==> src/rtl/dff_pair_sequencer.sv <==
// dff_pair_sequencer: drives PRE/CLR/D/CLK of a dual D flip-flop per command and checks Q/Qb against the truth table
module dff_pair_sequencer #(
    parameter int SETUP_CYC  = 2,
    parameter int PULSE_CYC  = 2,
    parameter int SETTLE_CYC = 2
) (
    input  logic       CLK,
    input  logic       RST,
    input  logic       CMD_VALID,
    output logic       CMD_READY,
    input  logic [1:0] CMD_OP,
    input  logic       CMD_SEL,
    input  logic       CMD_D,
    output logic       PRE_1,
    output logic       CLR_1,
    output logic       D_1,
    output logic       CLK_1,
    output logic       PRE_2,
    output logic       CLR_2,
    output logic       D_2,
    output logic       CLK_2,
    input  logic       Q_1,
    input  logic       Q_1b,
    input  logic       Q_2,
    input  logic       Q_2b,
    output logic       RES_VALID,
    output logic       RES_PASS,
    output logic [1:0] RES_Q,
    output logic [7:0] PASS_CNT,
    output logic [7:0] FAIL_CNT
);
    typedef enum logic [2:0] {IDLE, SETUP, PULSE, SETTLE, CHECK} state_t;
    localparam logic [1:0]  OP_PRESET   = 2'd0;
    localparam logic [1:0]  OP_CLEAR    = 2'd1;
    localparam logic [1:0]  OP_LOAD     = 2'd2;
    localparam logic [1:0]  OP_BOTH     = 2'd3;
    localparam logic [15:0] SETUP_LAST  = 16'(SETUP_CYC - 1);
    localparam logic [15:0] PULSE_LAST  = 16'(PULSE_CYC - 1);
    localparam logic [15:0] SETTLE_LAST = 16'(SETTLE_CYC - 1);
    state_t      state;
    logic [15:0] cnt;
    logic [1:0]  op_r;
    logic        sel_r;
    logic        d_r;
    logic [1:0]  pre;
    logic [1:0]  clr;
    logic [1:0]  d;
    logic [1:0]  ck;
    logic [1:0]  q_sel;
    logic [1:0]  exp_q;
    assign {PRE_2, PRE_1} = pre;
    assign {CLR_2, CLR_1} = clr;
    assign {D_2, D_1}     = d;
    assign {CLK_2, CLK_1} = ck;
    // selected channel's sampled {Qb,Q} and the truth-table value it should show
    always_comb begin
        q_sel = sel_r ? {Q_2b, Q_2} : {Q_1b, Q_1};
        exp_q = (op_r == OP_PRESET) ? 2'b01 :
                (op_r == OP_CLEAR)  ? 2'b10 :
                (op_r == OP_LOAD)   ? {~d_r, d_r} : 2'b11;
    end
    // command sequencer: accept, setup D, pulse, settle, then sample and tally
    always_ff @(posedge CLK) begin
        if (RST) begin
            state     <= IDLE;
            cnt       <= '0;
            op_r      <= '0;
            sel_r     <= 1'b0;
            d_r       <= 1'b0;
            pre       <= 2'b11;
            clr       <= 2'b11;
            d         <= 2'b00;
            ck        <= 2'b00;
            CMD_READY <= 1'b0;
            RES_VALID <= 1'b0;
            RES_PASS  <= 1'b0;
            RES_Q     <= 2'b00;
            PASS_CNT  <= '0;
            FAIL_CNT  <= '0;
        end else begin
            RES_VALID <= 1'b0;
            case (state)
                IDLE: begin
                    if (CMD_VALID && CMD_READY) begin
                        op_r      <= CMD_OP;
                        sel_r     <= CMD_SEL;
                        d_r       <= CMD_D;
                        cnt       <= '0;
                        CMD_READY <= 1'b0;
                        state     <= SETUP;
                        if (CMD_OP == OP_LOAD) d[CMD_SEL] <= CMD_D;
                    end else begin
                        CMD_READY <= 1'b1;
                    end
                end
                SETUP: begin
                    if (cnt == SETUP_LAST) begin
                        cnt         <= '0;
                        state       <= PULSE;
                        ck[sel_r]   <= (op_r == OP_LOAD);
                        pre[sel_r]  <= !(op_r == OP_PRESET || op_r == OP_BOTH);
                        clr[sel_r]  <= !(op_r == OP_CLEAR || op_r == OP_BOTH);
                    end else begin
                        cnt <= cnt + 16'd1;
                    end
                end
                PULSE: begin
                    if (cnt == PULSE_LAST) begin
                        cnt   <= '0;
                        state <= SETTLE;
                        pre   <= 2'b11;
                        clr   <= 2'b11;
                        ck    <= 2'b00;
                    end else begin
                        cnt <= cnt + 16'd1;
                    end
                end
                SETTLE: begin
                    if (cnt == SETTLE_LAST) begin
                        cnt   <= '0;
                        state <= CHECK;
                    end else begin
                        cnt <= cnt + 16'd1;
                    end
                end
                CHECK: begin
                    RES_Q     <= q_sel;
                    RES_PASS  <= (q_sel == exp_q);
                    RES_VALID <= 1'b1;
                    CMD_READY <= 1'b1;
                    state     <= IDLE;
                    if (q_sel == exp_q) begin
                        if (PASS_CNT != 8'hFF) PASS_CNT <= PASS_CNT + 8'd1;
                    end else begin
                        if (FAIL_CNT != 8'hFF) FAIL_CNT <= FAIL_CNT + 8'd1;
                    end
                end
                default: state <= IDLE;
            endcase
        end
    end
endmodule
==> config.mk <==
export PLATFORM = sky130hd
export DESIGN_NAME = dff_pair_sequencer
export DESIGN_NICKNAME = d
export VERILOG_FILES = /design/src/rtl/dff_pair_sequencer.sv
export SDC_FILE = /design/constraint.sdc
export NUM_CORES = 1
export LEC_CHECK = 0
export ABC_AREA = 1
export BUFFER_PORTS_ARGS = -buffer_cell sky130_fd_sc_hd__clkbuf_2
export CAP_MARGIN = 40
export CORE_MARGIN = 2
export CORE_UTILIZATION = 55
export CTS_CLUSTER_DIAMETER = 80
export DETAILED_ROUTE_END_ITERATION = 7
export PLACE_DENSITY = 0.77
export SLEW_MARGIN = 20
export SYNTH_ARGS = -nofsm -noshare
export SYNTH_HDL_FRONTEND = slang
export SYNTH_SLANG_ARGS = --single-unit
==> constraint.sdc <==
create_clock -name CLK -period 1.7 [get_ports CLK]
set_clock_uncertainty 0.1 [all_clocks]
set_input_delay 0.34 -clock CLK [delete_from_list [all_inputs] [get_ports CLK]]
set_output_delay 0.34 -clock CLK [all_outputs]
set_load 0.005 [all_outputs]
; Yosys cells after proc, flatten, opt, wreduce, memory -nomap -nowiden
; Index checks and enable logic that the tools add are counted.
[word_totals]
input_bits = 11
wordCells = 91
ff_bits = 52
out_inout_bits = 29
[classes]
n_reduce_logical = 20
muxes = 31
addsub = 3
n_eq_ne = 16
bitwise_logic = 2
magnitude_cmp = 4
[op_table]
columns = cell, n
row1 = two-way mux 16 bit, 2
row2 = case mux 16 bit (2 select lines), 1
row3 = two-way mux 2 bit, 9
row4 = adder 16 x 1 -> 16 bit (second input constant), 1
row5 = adder 8 x 1 -> 8 bit (second input constant), 2
row6 = equality test 16 x 1 -> 1 bit (second input constant), 1
row7 = != test 8 bit (second input constant), 2
row8 = two-way mux 3 bit, 4
row9 = case mux 2 bit (2 select lines), 3
row10 = case mux 3 bit (4 select lines), 1
row11 = AND reduction 3 bit, 4
row12 = bitwise mux 2 bit, 4
row13 = != test 2 bit (second input constant), 4
row14 = equality test 2 bit (second input constant), 3
row15 = equality test 3 x 2 -> 1 bit (second input constant), 2
row16 = nonzero test 2 bit, 3
row17 = < comparator 1 x 2 -> 1 bit (second input constant), 2
row18 = two-way mux 1 bit, 4
row19 = AND reduction 2 bit, 2
row20 = AND reduction 4 bit, 1
row21 = equality test 3 x 1 -> 1 bit (second input constant), 1
row22 = equality test 3 bit (second input constant), 1
row23 = logical AND 1 bit, 3
row24 = logical NOT 3 bit, 1
row25 = other kinds (10), 15

; Depth between registers and ports, before layout
; Gate-level depths: netlist of run 1.
[logic_depth]
depth_word = 7
depth_mapped = 13
ltp_nobuf = 13

; Worst setup path after synthesis of run 1
; No wires, ideal clock.
[synth_timing]
path_kind = register to register
from = reg op_r[0]
to = reg FAIL_CNT[6]
setup_slack_ns = 0.175
t_arrival_ns = 1.292
n_path_buf = 1
stages_incl_launch_ff = 14
path_cell_list = dfxtp_1 inv_1 ha_1 nand2_1 nand2_1 nand2_1 nand2_1 nand2_1 inv_1 nand2_2 buf_6 nand3_4 nand2_1 a21oi_1
[synth_via]
elab_chain_cells = 7
word_cells_on_any_way = 9
cone_classes = eq/ne: 3 / mux: 3 / bitwise: 1 / reduce/logical: 2
[synth_lines]
columns = item, line_no
row1 = start: declaration, 42  ; logic [1:0] op_r;
row2 = start signal: assignment, 67  ; op_r <= '0;
row3 = start signal: assignment, 85  ; op_r <= CMD_OP;
row4 = equality test 2 bit, 60  ; (op_r == OP_LOAD) ? {~d_r, d_r} : 2'b11;
row5 = two-way mux 2 bit, 60
row6 = two-way mux 2 bit, 59  ; (op_r == OP_CLEAR) ? 2'b10 :
row7 = two-way mux 2 bit (*), 58  ; exp_q = (op_r == OP_PRESET) ? 2'b01 :
row8 = equality test 2 bit (*), 132  ; if (q_sel == exp_q) begin
row9 = NOT 1 bit (no source line) (*), -
row10 = AND reduction 3 bit (no source line) (*), -
row11 = end signal: assignment, 135  ; if (FAIL_CNT != 8'hFF) FAIL_CNT <= FAIL_CNT + 8'd1;
row12 = end: declaration, 30  ; output logic [7:0] FAIL_CNT
; Mark *: on every way between the ends. The rest lies on a longest branch, timed or not.
; A chain may end at the register's enable or synchronous reset.

; Worst setup path after layout of run 1
[layout_timing]
from = reg PASS_CNT[0]
to = reg PASS_CNT[6]
[layout_via]
elab_chain_cells = 2
word_cells_on_any_way = 3
cone_classes = add/sub: 1 / eq/ne: 1 / reduce/logical: 1
[layout_lines]
columns = item, line_no
row1 = start: declaration, 29  ; output logic [7:0] PASS_CNT,
row2 = start signal: assignment, 133  ; if (PASS_CNT != 8'hFF) PASS_CNT <= PASS_CNT + 8'd1;
row3 = "parallel branches: the longest is 2 deep, another holds adder 8 x 1 -> 8 bit", -
; Several ways; the timed one is not identified.

==> results.tsv, run 1 <==
metric	value	unit
path_cells	ha_1, nand2_1, nor3b_1, xor2_1, nand3_1, a21oi_1	
port_buffers	39	
remaining_drc_errors	0	
final_common_cell	nand2_1	
yosysWarnings	0	
power_density	979	nW/um^2
cap_violations	0	
fp.dieH	75	um
dp_hpwl	4880	um
clock_sinks	52	
vias	2881	
syn_inst	407	
cts_root_buf	clkbuf_8	
clk_pin_slew	90	ps
hold_buffers	0	
routed_via_density	5.33	
finalHoldViolCount	0	
nets	489	
overflow	0	
worstPathRequired	1850	ps
cts_tree	yes	
synth.area.top_cells	dfxtp_1 38%, nand2_1 14%, nand3_1 8.1%	
worstSetupPathType	flop to flop	
yosys.cell_types.count	29	
fp.dieW	75	um
cts_buffers	5	
area_delta_synth_final	23.7	%
slowest_delay	400	ps
avgSynthCellArea	6.81	um^2
routed_wl	6790	um
fmax	0.624	GHz
ant_nets	0	
yosys.area.top_type_share	37.5	%
final_core_util	71.7	%
drtIter0Drc	215	
critPathCaptureType	flop	
synth_top_area_cell	dfxtp_1	
gp_congestion	0.857	
cp-start-kind	flop	
path_max_fanout	5	
grt_use_total	24.8	%
drive_above_1_share	23.6	%
grt_pass1_wl	10900	um
antenna_found_initial	0	
grt_pass1_vias	2540	
max-slew-margin-rel	68.7	%
holdWs	213	ps
status	finished clean	
cts-htree-levels	2	
worst_slew_pin_slew	466	ps
yosysSeqAreaShare	37.5	%
start_util	57.9	%
ys_seq_elements	52	
core-area	4790	um^2
cellLeakagePower	1.49	nW
firstDrtPassIters	4	
wire_per_inst	12.5	um
antenna_cells	0	
setup_viol	0	
num_rows	25	
drv_slew	0	
finalCriticalPeriod	1600	ps
fin_area	3430	um^2
syn-num-nets	423	
vdd_drop_max	0.000788	V
crit_buf_inv	0	
layout_common_cells	106 x nand2_1, 48 x dfxtp_1, 44 x nand3_1	
grt_max_degree	17	
hold_path_class	primary input to flop	
worstSkewPairLatency	310	ps
mappedNetlistArea	2770	um^2
crit_family	simple AND/OR/NAND/NOR gates	
cp_slowest_cell	dfxtp_1	
die-area	5630	um^2
io_pins	40	
placed_area	3160	um^2
cts_buffer_depth	2	
cp.arrival	1750	ps
fin_crit_sh	94.3	%
[cells by family (layout without fill, tap and decap cells)]
logic type               after synthesis  in the layout  synth area share (%)
flip-flops                            52             52                  37.5
XOR/XNOR                              13             13                  4.11
AND/OR/NAND/NOR                      228            229                  37.5
AO/OA/AOI/OAI                         52             52                  10.2
adder cells (fa/ha/maj)                5              5                  2.26
buffers and inverters                 57            123                  8.39
[layer usage]
metal  track usage, %  vias up  part of all wire [%]  routed length, um
li1                 -     1480                     -                  -
met1             32.4     1300                    45               3070
met2             41.8       91                    48               3240
met3             4.55       10                   5.5                372
met4             7.34        0                   1.6                106
met5                0        -                     0                  0
[timing repair]
| item | in CTS | in global routing |
|---|---|---|
| gates resized for setup | 2 | 25 |
| gates cloned | 0 | 2 |
| buffers inserted | 0 | 5 |
| pin swaps | 0 | 8 |
| setup endpoints to repair | 8 | 36 |
[synth_stat cells, drive strengths merged]
cell	count
buf	4
nor3b	1
o21a	1
nand4	21
o22ai	1
dfxtp	52
o21ai	9
and3	1
nand3	47
clkbuf	5
a21oi	37
nor2	38
inv	48
nor3	9
nand2	110
or2	1
ha	5
xor2	13
a211oi	4
[metrics by stage]
| stage | setup slack [ps] | instances | TNS, ps | power [mW] |
|---|---|---|---|---|
| after floorplan | 175 | 407 | 0 | 2.00 |
| after global placement | 83.0 | 526 | 0 | 2.27 |
| after detailed placement | -13.5 | 526 | -13.5 | 2.29 |
| after CTS | 9.82 | 534 | 0 | 3.21 |
| after global routing | -9.43 | 541 | -24.4 | 3.55 |
| final | 97.6 | 541 | 0 | 3.36 |
[registers in the layout (all words and copies together), names as in the netlist, 3 cells and up]
signal / count
cnt: 16
FAIL_CNT: 8
PASS_CNT: 8
state: 3
[worst register-to-register path, delay by kind of cell (launching register included)]
kind            cells  cell delay, ps
flops               1             400
xor+xnor            1             200
simple gates        3             490
compound gates      1             150
fa+ha+maj           1             200
[worst paths after layout]
path / from / endpoint / slack [ps] / cells past startpoint
worst max-delay path: PASS_CNT[0] / PASS_CNT[6] / 100 / 6
worst min-delay path: CMD_D / d[0] / 210 / 3
worst max register to register: PASS_CNT[0] / PASS_CNT[6] / 100 / 6
worst min register to register: ck[1] / ck[1] / 370 / 2
[final cells by class]
type,instances,area (um^2)
flip-flops and latches,52,1050
clock inverters,2,38.8
repair buffers,66,402
fillers,392,1360
repair inverters,1,5.00
inverters,48,185
multi-input cells,299,1590
well taps,67,83.8
clock buffers,6,82.6
[power by group]
group          total (mW)  internal, mW  switching (mW)
Clock               0.913         0.482           0.431
Sequential           1.36          1.29          0.0640
Combinational        1.09         0.416           0.672
Total                3.36          2.19            1.17
Note: power is estimated with default switching activity, not from simulation.
==> inputs of run 2 (changes only) <==
--- a/config.mk
+++ b/config.mk
@@ -5,7 +5,7 @@
 export SDC_FILE = /design/constraint.sdc
 export NUM_CORES = 1
 export LEC_CHECK = 0
-export ABC_AREA = 1
+export ABC_AREA = 0
 export BUFFER_PORTS_ARGS = -buffer_cell sky130_fd_sc_hd__clkbuf_2
 export CAP_MARGIN = 40
 export CORE_MARGIN = 2
@@ -13,7 +13,6 @@
 export CTS_CLUSTER_DIAMETER = 80
 export DETAILED_ROUTE_END_ITERATION = 7
 export PLACE_DENSITY = 0.77
-export SLEW_MARGIN = 20
 export SYNTH_ARGS = -nofsm -noshare
 export SYNTH_HDL_FRONTEND = slang
 export SYNTH_SLANG_ARGS = --single-unit
==> results.tsv, run 2 <==
metric	value	unit	change
synth_top_area_cell	dfxtp_1		
yosys.cell_types.count	53		+83%
synth-xor-area-share	0.321	%	-3.8 points
synth_edf_count	0		unchanged
worstEpCategory	register data pin		
cts_buffers	5		unchanged
cts_buffer_depth	2		unchanged
dp_hpwl	5350	um	+9.6%
placed_area	3670	um^2	+16%
yosysSeqAreaShare	38.1	%	+0.59 points
ys_seq_elements	52		unchanged
synth_top_family_by_area	simple AND/OR/NAND/NOR gates		
synth.area.top_cells	dfxtp_1 38%, a21oi_1 5.1%, nand2_1 4.4%		
synth.most_common_cell	dfxtp_1		
grt_use_total	66.7	%	
crit_endpoint	FAIL_CNT[6]$_SDFFE_PP0P_/D		
synth-compound-area-share	20.1	%	+10 points
mappedNetlistArea	2730	um^2	-1.5%
syn-num-nets	343		-19%
stop_error	[ERROR GRT-0232] Routing congestion too high. Check the congestion heatmap in the GUI.		
overflow	23		
syn_inst	327		-20%
dp_slack	-591	ps	-577 ps
stop_stage	global routing		
fp.dieH	74.5	um	-0.73%
fp.dieW	74.5	um	-0.73%
cts_root_buf	clkbuf_8		
io_pins	40		unchanged
synthFlopType	dfxtp_1		
start_util	57.4	%	-0.51 points
avgSynthCellArea	8.35	um^2	+23%
async_flop_share	0	%	unchanged
yosysWarnings	0		unchanged
num_rows	25		unchanged
hold_buffers	0		unchanged
cts-htree-levels	2		unchanged
synth_mux_area_share	6.00	%	+6.0 points
clock_sinks	52		unchanged
status	aborted with a tool error		
synthSimpleGateAreaFrac	28.4	%	-9.2 points
synthAdderAreaFrac	2.29	%	+0.035 points
grt_max_degree	29		
gp_congestion	0.849		-0.93%
netlist_top_cells_count	52 x dfxtp_1, 32 x nand2_1, 30 x nor2_1		
yosys.area.top_type_share	38.1	%	+0.59 points
port_buffers	39		unchanged
run 2: changes by cell type after synthesis, sizes merged, moves of 8 or more:
cell    previous run  this run
a21oi             37        28
a311oi             0        10
clkbuf             5        14
inv               48         9
nand2            110        32
nand2b             0         8
nand3             47        15
nand4             21         7
nor2              38        30
nor2b              0        10
nor4               0         9
o31ai              0         8
xor2              13         1
run 2: kinds of logic after synthesis:
| family | count (synthesis) |
|---|---|
| AOI/OAI and AO/OA | 80 |
| xor gates and xnor gates | 1 |
| adders and majority gates | 5 |
| buffers and inverters | 29 |
| DFF | 52 |
| muxes | 13 |
| and+or+nand+nor | 147 |
run 2: stage by stage:
step                utilization, %  instances  hold slack (ps)
global placement              77.3        498              355
detailed placement            77.3        498              360
floorplan                        -        327              346
CTS                           88.9        519              174
run 2: what timing repair did:
| action | 4_1_cts |
|---|---|
| gates cloned | 3 |
| endpoints found under the hold margin | 0 |
| endpoints found under the setup margin | 43 |
| buffers inserted | 10 |
| gates resized for setup | 78 |
| pin swaps | 37 |
run 2: metal layers:
metal	track usage, %	overflow
met1	66.7	0
met2	89.6	14
met3	46.1	0
met4	64.7	9
met5	0	0
==> inputs of run 3 (changes only) <==
--- a/config.mk
+++ b/config.mk
@@ -9,10 +9,9 @@
 export BUFFER_PORTS_ARGS = -buffer_cell sky130_fd_sc_hd__clkbuf_2
 export CAP_MARGIN = 40
 export CORE_MARGIN = 2
-export CORE_UTILIZATION = 55
-export CTS_CLUSTER_DIAMETER = 80
+export CORE_UTILIZATION = 40
 export DETAILED_ROUTE_END_ITERATION = 7
-export PLACE_DENSITY = 0.77
+export PLACE_DENSITY_LB_ADDON = 0.15
 export SYNTH_ARGS = -nofsm -noshare
 export SYNTH_HDL_FRONTEND = slang
 export SYNTH_SLANG_ARGS = --single-unit
==> results.tsv, run 3 <==
metric	value	unit	change
syn-num-nets	343		unchanged
r2r-start	op_r[0]		
synth_top_area_cell	dfxtp_1		
reg_top3	cnt x16, FAIL_CNT x8, PASS_CNT x8		
path_max_fanout	4		
cap_violations	0		
io_pins	40		unchanged
cts_tree	yes		
remaining_drc_errors	0		
worstPathRequired	1810	ps	
path_cells	inv_2, ha_4, and4b_2, nor3_4, o21ai_4, a2111oi_4, mux2_4		
power_density	559	nW/um^2	
drive_above_1_share	59.6	%	
worst-r2r-setup-slack	-370	ps	
setup_viol	42		
start_util	40.9	%	-17 points
ys_seq_elements	52		unchanged
die-area	7500	um^2	
antenna_cells	0		
avgSynthCellArea	8.35	um^2	unchanged
rsz0062_at_grt	true		
dp_slack	-592	ps	-1.74 ps
finalCriticalPeriod	2070	ps	
routed_wl	8720	um	
fp.dieH	86.6	um	+16%
worst_slew_pin_slew	481	ps	
total_power	2.68	mW	
clk_pin_slew	100	ps	
clock_sinks	52		unchanged
cp.arrival	2180	ps	
drtIter0Drc	111		
synthFlopType	dfxtp_1		
port_buffers	39		unchanged
cts_buffer_depth	2		unchanged
yosysSeqAreaShare	38.1	%	unchanged
dp_hpwl	5200	um	-2.7%
final_common_cell	buf_4		
cp-start-kind	flop		
syn_inst	327		unchanged
grt_max_degree	33		
wire_per_inst	15.9	um	
largest_register_ffs	16		
fmax	0.484	GHz	
worstSkewPairLatency	310	ps	
slowest_delay	350	ps	
r2r-end	FAIL_CNT[6]		
cp-endpoint	FAIL_CNT[6]		
synth_edf_count	0		unchanged
finalHoldViolCount	0		
status	complete, but fails checks		
intPower	1.96	mW	
violations	negative setup slack		
top_register	cnt		
nets	483		
layout_common_cells	89 x buf_4, 39 x clkbuf_2, 37 x dfxtp_1		
setup_slack	-367	ps	
fin_area	4800	um^2	
cellLeakagePower	1.82	nW	
gp_congestion	0.844		-0.57%
grt_pass1_wl	13800	um	
critPathLaunch	op_r[0]		
drv_slew	0		
cts-htree-levels	2		unchanged
async_flop_share	0	%	unchanged
ant_nets	0		
combPwrFrac	20.6	%	
fp.dieW	86.6	um	+16%
cts_root_buf	clkbuf_8		
fillers	485		
placed_cells	512		+2.8%
final_cells	548		
mappedNetlistArea	2730	um^2	unchanged
clkPwrFrac	33.0	%	
grt_use_total	22.7	%	
synth.area.top_cells	dfxtp_1 38%, a21oi_1 5.1%, nand2_1 4.4%		
yosys.cell_types.count	53		unchanged
ff2ff_path_depth	7		
num_rows	30		+20%
yosysWarnings	0		unchanged
cts_buffers	5		unchanged
overflow	0		
placed_area	3710	um^2	+0.99%
grt_pass1_vias	2990		
switchingPower	0.720	mW	
setup_tns	-6680	ps	
routed_via_density	5.58		
sequentialPowerShare	46.5	%	
p_sw_share	26.9	%	
holdWs	171	ps	
yosys.area.top_type_share	38.1	%	unchanged
synth.most_common_cell	dfxtp_1		
vias	3057		
firstDrtPassIters	4		
cp_slowest_cell	dfxtp_2		
core-area	6680	um^2	
area_delta_synth_final	75.8	%	
critPathCaptureType	flop		
final_core_util	71.8	%	
vdd_drop_max	0.000409	V	
netlist_top_cells_count	52 x dfxtp_1, 32 x nand2_1, 30 x nor2_1		
fin_crit_sh	122	%	
antenna_found_initial	0		
hold_path_class	primary input to flop		
max-slew-margin-rel	67.6	%	
worstSetupPathType	flop to flop		
## run 3: worst max-delay path, delay by kind of cell, from the launching register on
family,cells,cell delay [ps]
compound gates,2,470
flops,1,350
buf+inv,1,70
fa+ha+maj,1,140
simple gates,2,520
mux,1,330
## run 3: cells by family after synthesis
logic type,synth area share (%)
and+or+nand+nor,28.4
AOI/OAI and AO/OA,20.1
DFF,38.1
buffers and inverters,4.77
muxes,6.00
adders and majority gates,2.29
xor gates and xnor gates,0.321
## run 3: worst min path at each step
stage          depth (start not counted)       end  startpoint
2_1_floorplan                          1   cnt[15]     cnt[15]
3_3_place_gp                           2  RES_PASS    RES_PASS
3_5_place_dp                           2  RES_PASS    RES_PASS
4_1_cts                                3   op_r[1]   CMD_OP[1]
5_1_grt                                3       d_r       CMD_D
6_report                               3       d_r       CMD_D
## run 3: power groups by stage
| stage | clock network (mW) | logic (mW) | registers [mW] |
|---|---|---|---|
| floorplan | 0 | 0.186 | 1.27 |
| global placement | 0 | 0.337 | 1.27 |
| detailed placement | 0 | 0.341 | 1.27 |
| CTS | 0.904 | 0.522 | 1.25 |
| global route | 0.955 | 0.585 | 1.25 |
| finish | 0.884 | 0.551 | 1.25 |
## run 3: repair_timing
item,4_1_cts,5_1_grt
pin swaps,49,43
endpoints found under the setup margin,43,43
gates resized for setup,105,55
hold buffers,0,0
endpoints found under the hold margin,0,0
cloned,5,0
setup buffers,18,10
## run 3: area by class of cell
| class | count | area (um^2) | share of cell area [%] |
|---|---|---|---|
| multi-input cells | 248 | 2300 | 48.0 |
| well taps | 80 | 100 | 2.09 |
| inverters | 9 | 33.8 | 0.704 |
| repair buffers | 151 | 1180 | 24.5 |
| flip-flops and latches | 52 | 1060 | 22.2 |
| clock buffers | 8 | 121 | 2.53 |
## run 3: metal layers
metal / vias up / share of wire, % / global-route usage [%]
met1: 1477 / 46 / 29.2
li1: 1505 / - / -
met4: 0 / 1.9 / 6.96
met5: - / 0 / 0
met2: 61 / 49 / 38.7
met3: 14 / 2.8 / 3.81
==> inputs of run 4 (changes only) <==
==> constraint.sdc (replaced) <==
create_clock -name CLK -period 1.7 [get_ports CLK]
set_clock_uncertainty 0.1 [all_clocks]
set_input_delay 0.51 -clock CLK [delete_from_list [all_inputs] [get_ports CLK]]
set_output_delay 0.51 -clock CLK [all_outputs]
set_load 0.005 [all_outputs]
==> results.tsv, run 4 (synthesis results as in run 3) <==
metric	value	unit	change
ant_nets	0		unchanged
drive_above_1_share	59.5	%	-0.081 points
drv_slew	0		unchanged
area_delta_synth_final	74.0	%	
hold_path_class	primary input to flop		
fin_crit_sh	125	%	+3.4 points
fmax	0.471	GHz	-2.7%
vias	3117		+2.0%
path_cells	clkbuf_2, or2b_1, mux4_2, o21a_4, buf_6, or4_1, a21oi_1		
vdd_drop_max	0.000549	V	+34%
finalHoldViolCount	0		unchanged
worstPathRequired	1850	ps	+40 ps
setup_slack	-425	ps	-58.2 ps
grt_pass1_wl	13900	um	+0.65%
cellLeakagePower	1.82	nW	about the same
routed_via_density	5.65		+1.2%
overflow	0		unchanged
firstDrtPassIters	4		unchanged
clk_pin_slew	100	ps	about the same
layout_common_cells	90 x buf_4, 38 x clkbuf_2, 36 x dfxtp_1		
drtIter0Drc	88		-21%
remaining_drc_errors	0		unchanged
nets	487		+0.83%
cts_root_buf	clkbuf_8		
gp_congestion	0.831		-1.6%
path_max_fanout	6		+2
antenna_found_initial	0		unchanged
cts_buffers	5		unchanged
top_register	cnt		
critPathCaptureType	flop		
clock_sinks	52		unchanged
max-slew-margin-rel	76.9	%	+9.3 points
cts_buffer_depth	2		unchanged
wire_per_inst	16.6	um	+4.1%
fin_area	4750	um^2	-1.0%
num_rows	30		unchanged
final_common_cell	buf_4		
largest_register_ffs	16		unchanged
io_pins	40		unchanged
cp.arrival	2280	ps	+100 ps
grt_pass1_vias	3050		+2.0%
cts-htree-levels	2		unchanged
slowest_delay	520	ps	+170 ps
core-area	6680	um^2	unchanged
port_buffers	39		unchanged
fp.dieH	86.6	um	unchanged
total_power	2.62	mW	-2.4%
cp_slowest_cell	mux4_2		
crit_buf_inv	2		+1
violations	negative setup slack		
antenna_cells	0		unchanged
grt_max_degree	42		+27%
rsz0062_at_grt	true		
routed_wl	9150	um	+4.9%
finalCriticalPeriod	2120	ps	+58.2 ps
worst-r2r-setup-slack	-390	ps	-20 ps
start_util	40.9	%	unchanged
holdWs	348	ps	+177 ps
setup_viol	41		-2.4%
worstSetupPathType	primary input to flop		
dp_hpwl	5200	um	-0.14%
status	complete, but fails checks		
die-area	7500	um^2	unchanged
crit_family	simple AND/OR/NAND/NOR gates		
grt_use_total	23.0	%	+0.36 points
power_density	551	nW/um^2	-1.4%
cap_violations	0		unchanged
placed_area	3750	um^2	+1.0%
cts_tree	yes		
worst_slew_pin_slew	341	ps	-140 ps
cp-start-kind	primary input		
worstSkewPairLatency	310	ps	about the same
fp.dieW	86.6	um	unchanged
reg_top3	cnt x16, FAIL_CNT x8, PASS_CNT x8		
fillers	477		-1.6%
## run 4: changes by cell type in the layout (fill, tap and decap cells not counted), moves of 3 or more
cell,delta
a311oi_2,-3
nor4_2,+4
mux2_2,+5
nor4_4,-4
mux2_4,-5
a311oi_1,+3
buf_6,+4
## run 4: cell type report
cell class	count	area [um^2]	area share, %
clock buffer	7	97.6	2.05
clock inverter	1	5.00	0.105
inverter	9	33.8	0.711
multi-input combinational	248	2230	47.0
sequential	52	1060	22.4
tap	80	100	2.11
timing repair buffer	155	1220	25.7
## run 4: layer usage
layer / share of wire, % / vias up / track usage, %
met5: 0 / - / 0
met4: 1.8 / 0 / 6.25
met3: 4.1 / 15 / 3.62
met2: 50 / 75 / 41.3
met1: 44 / 1518 / 28.6
li1: - / 1509 / -
## run 4: what timing repair did
item                                   in CTS  in global routing
gates cloned                                5                  0
setup buffers                              18                  9
pin swaps                                  50                 38
resized for setup                          94                 64
hold buffers                                0                  0
endpoints found under the hold margin       0                  0
setup endpoints to repair                  41                 44
## run 4: through the flow
step	setup slack (ps)	TNS [ps]	utilization [%]	std cells
after floorplan	-660	-8250	-	327
after global placement	-720	-13400	56.1	519
after detailed placement	-743	-13940	56.1	519
after CTS	-428	-7610	66.4	549
after global routing	-502	-11860	71.1	552
final	-425	-8390	71.1	552
## run 4: final timing paths
check                 from          end  cells past startpoint
hold / removal       CMD_D          d_r                      3
setup reg to reg   op_r[0]  PASS_CNT[4]                      5
hold reg to reg   RES_PASS     RES_PASS                      2
setup / recovery       Q_2  PASS_CNT[7]                      7
## run 4: tightest hold or removal path, stage by stage
cell and delay, ps:
clkbuf_2 100, nand2_1 60, a21oi_1 50
## run 4: power by group
part	internal, mW	total (mW)	leakage [nW]	switching [mW]
clock network	0.379	0.810	0.0534	0.431
registers	1.23	1.24	0.428	0.0127
logic	0.270	0.561	1.34	0.291
total	1.88	2.62	1.82	0.735
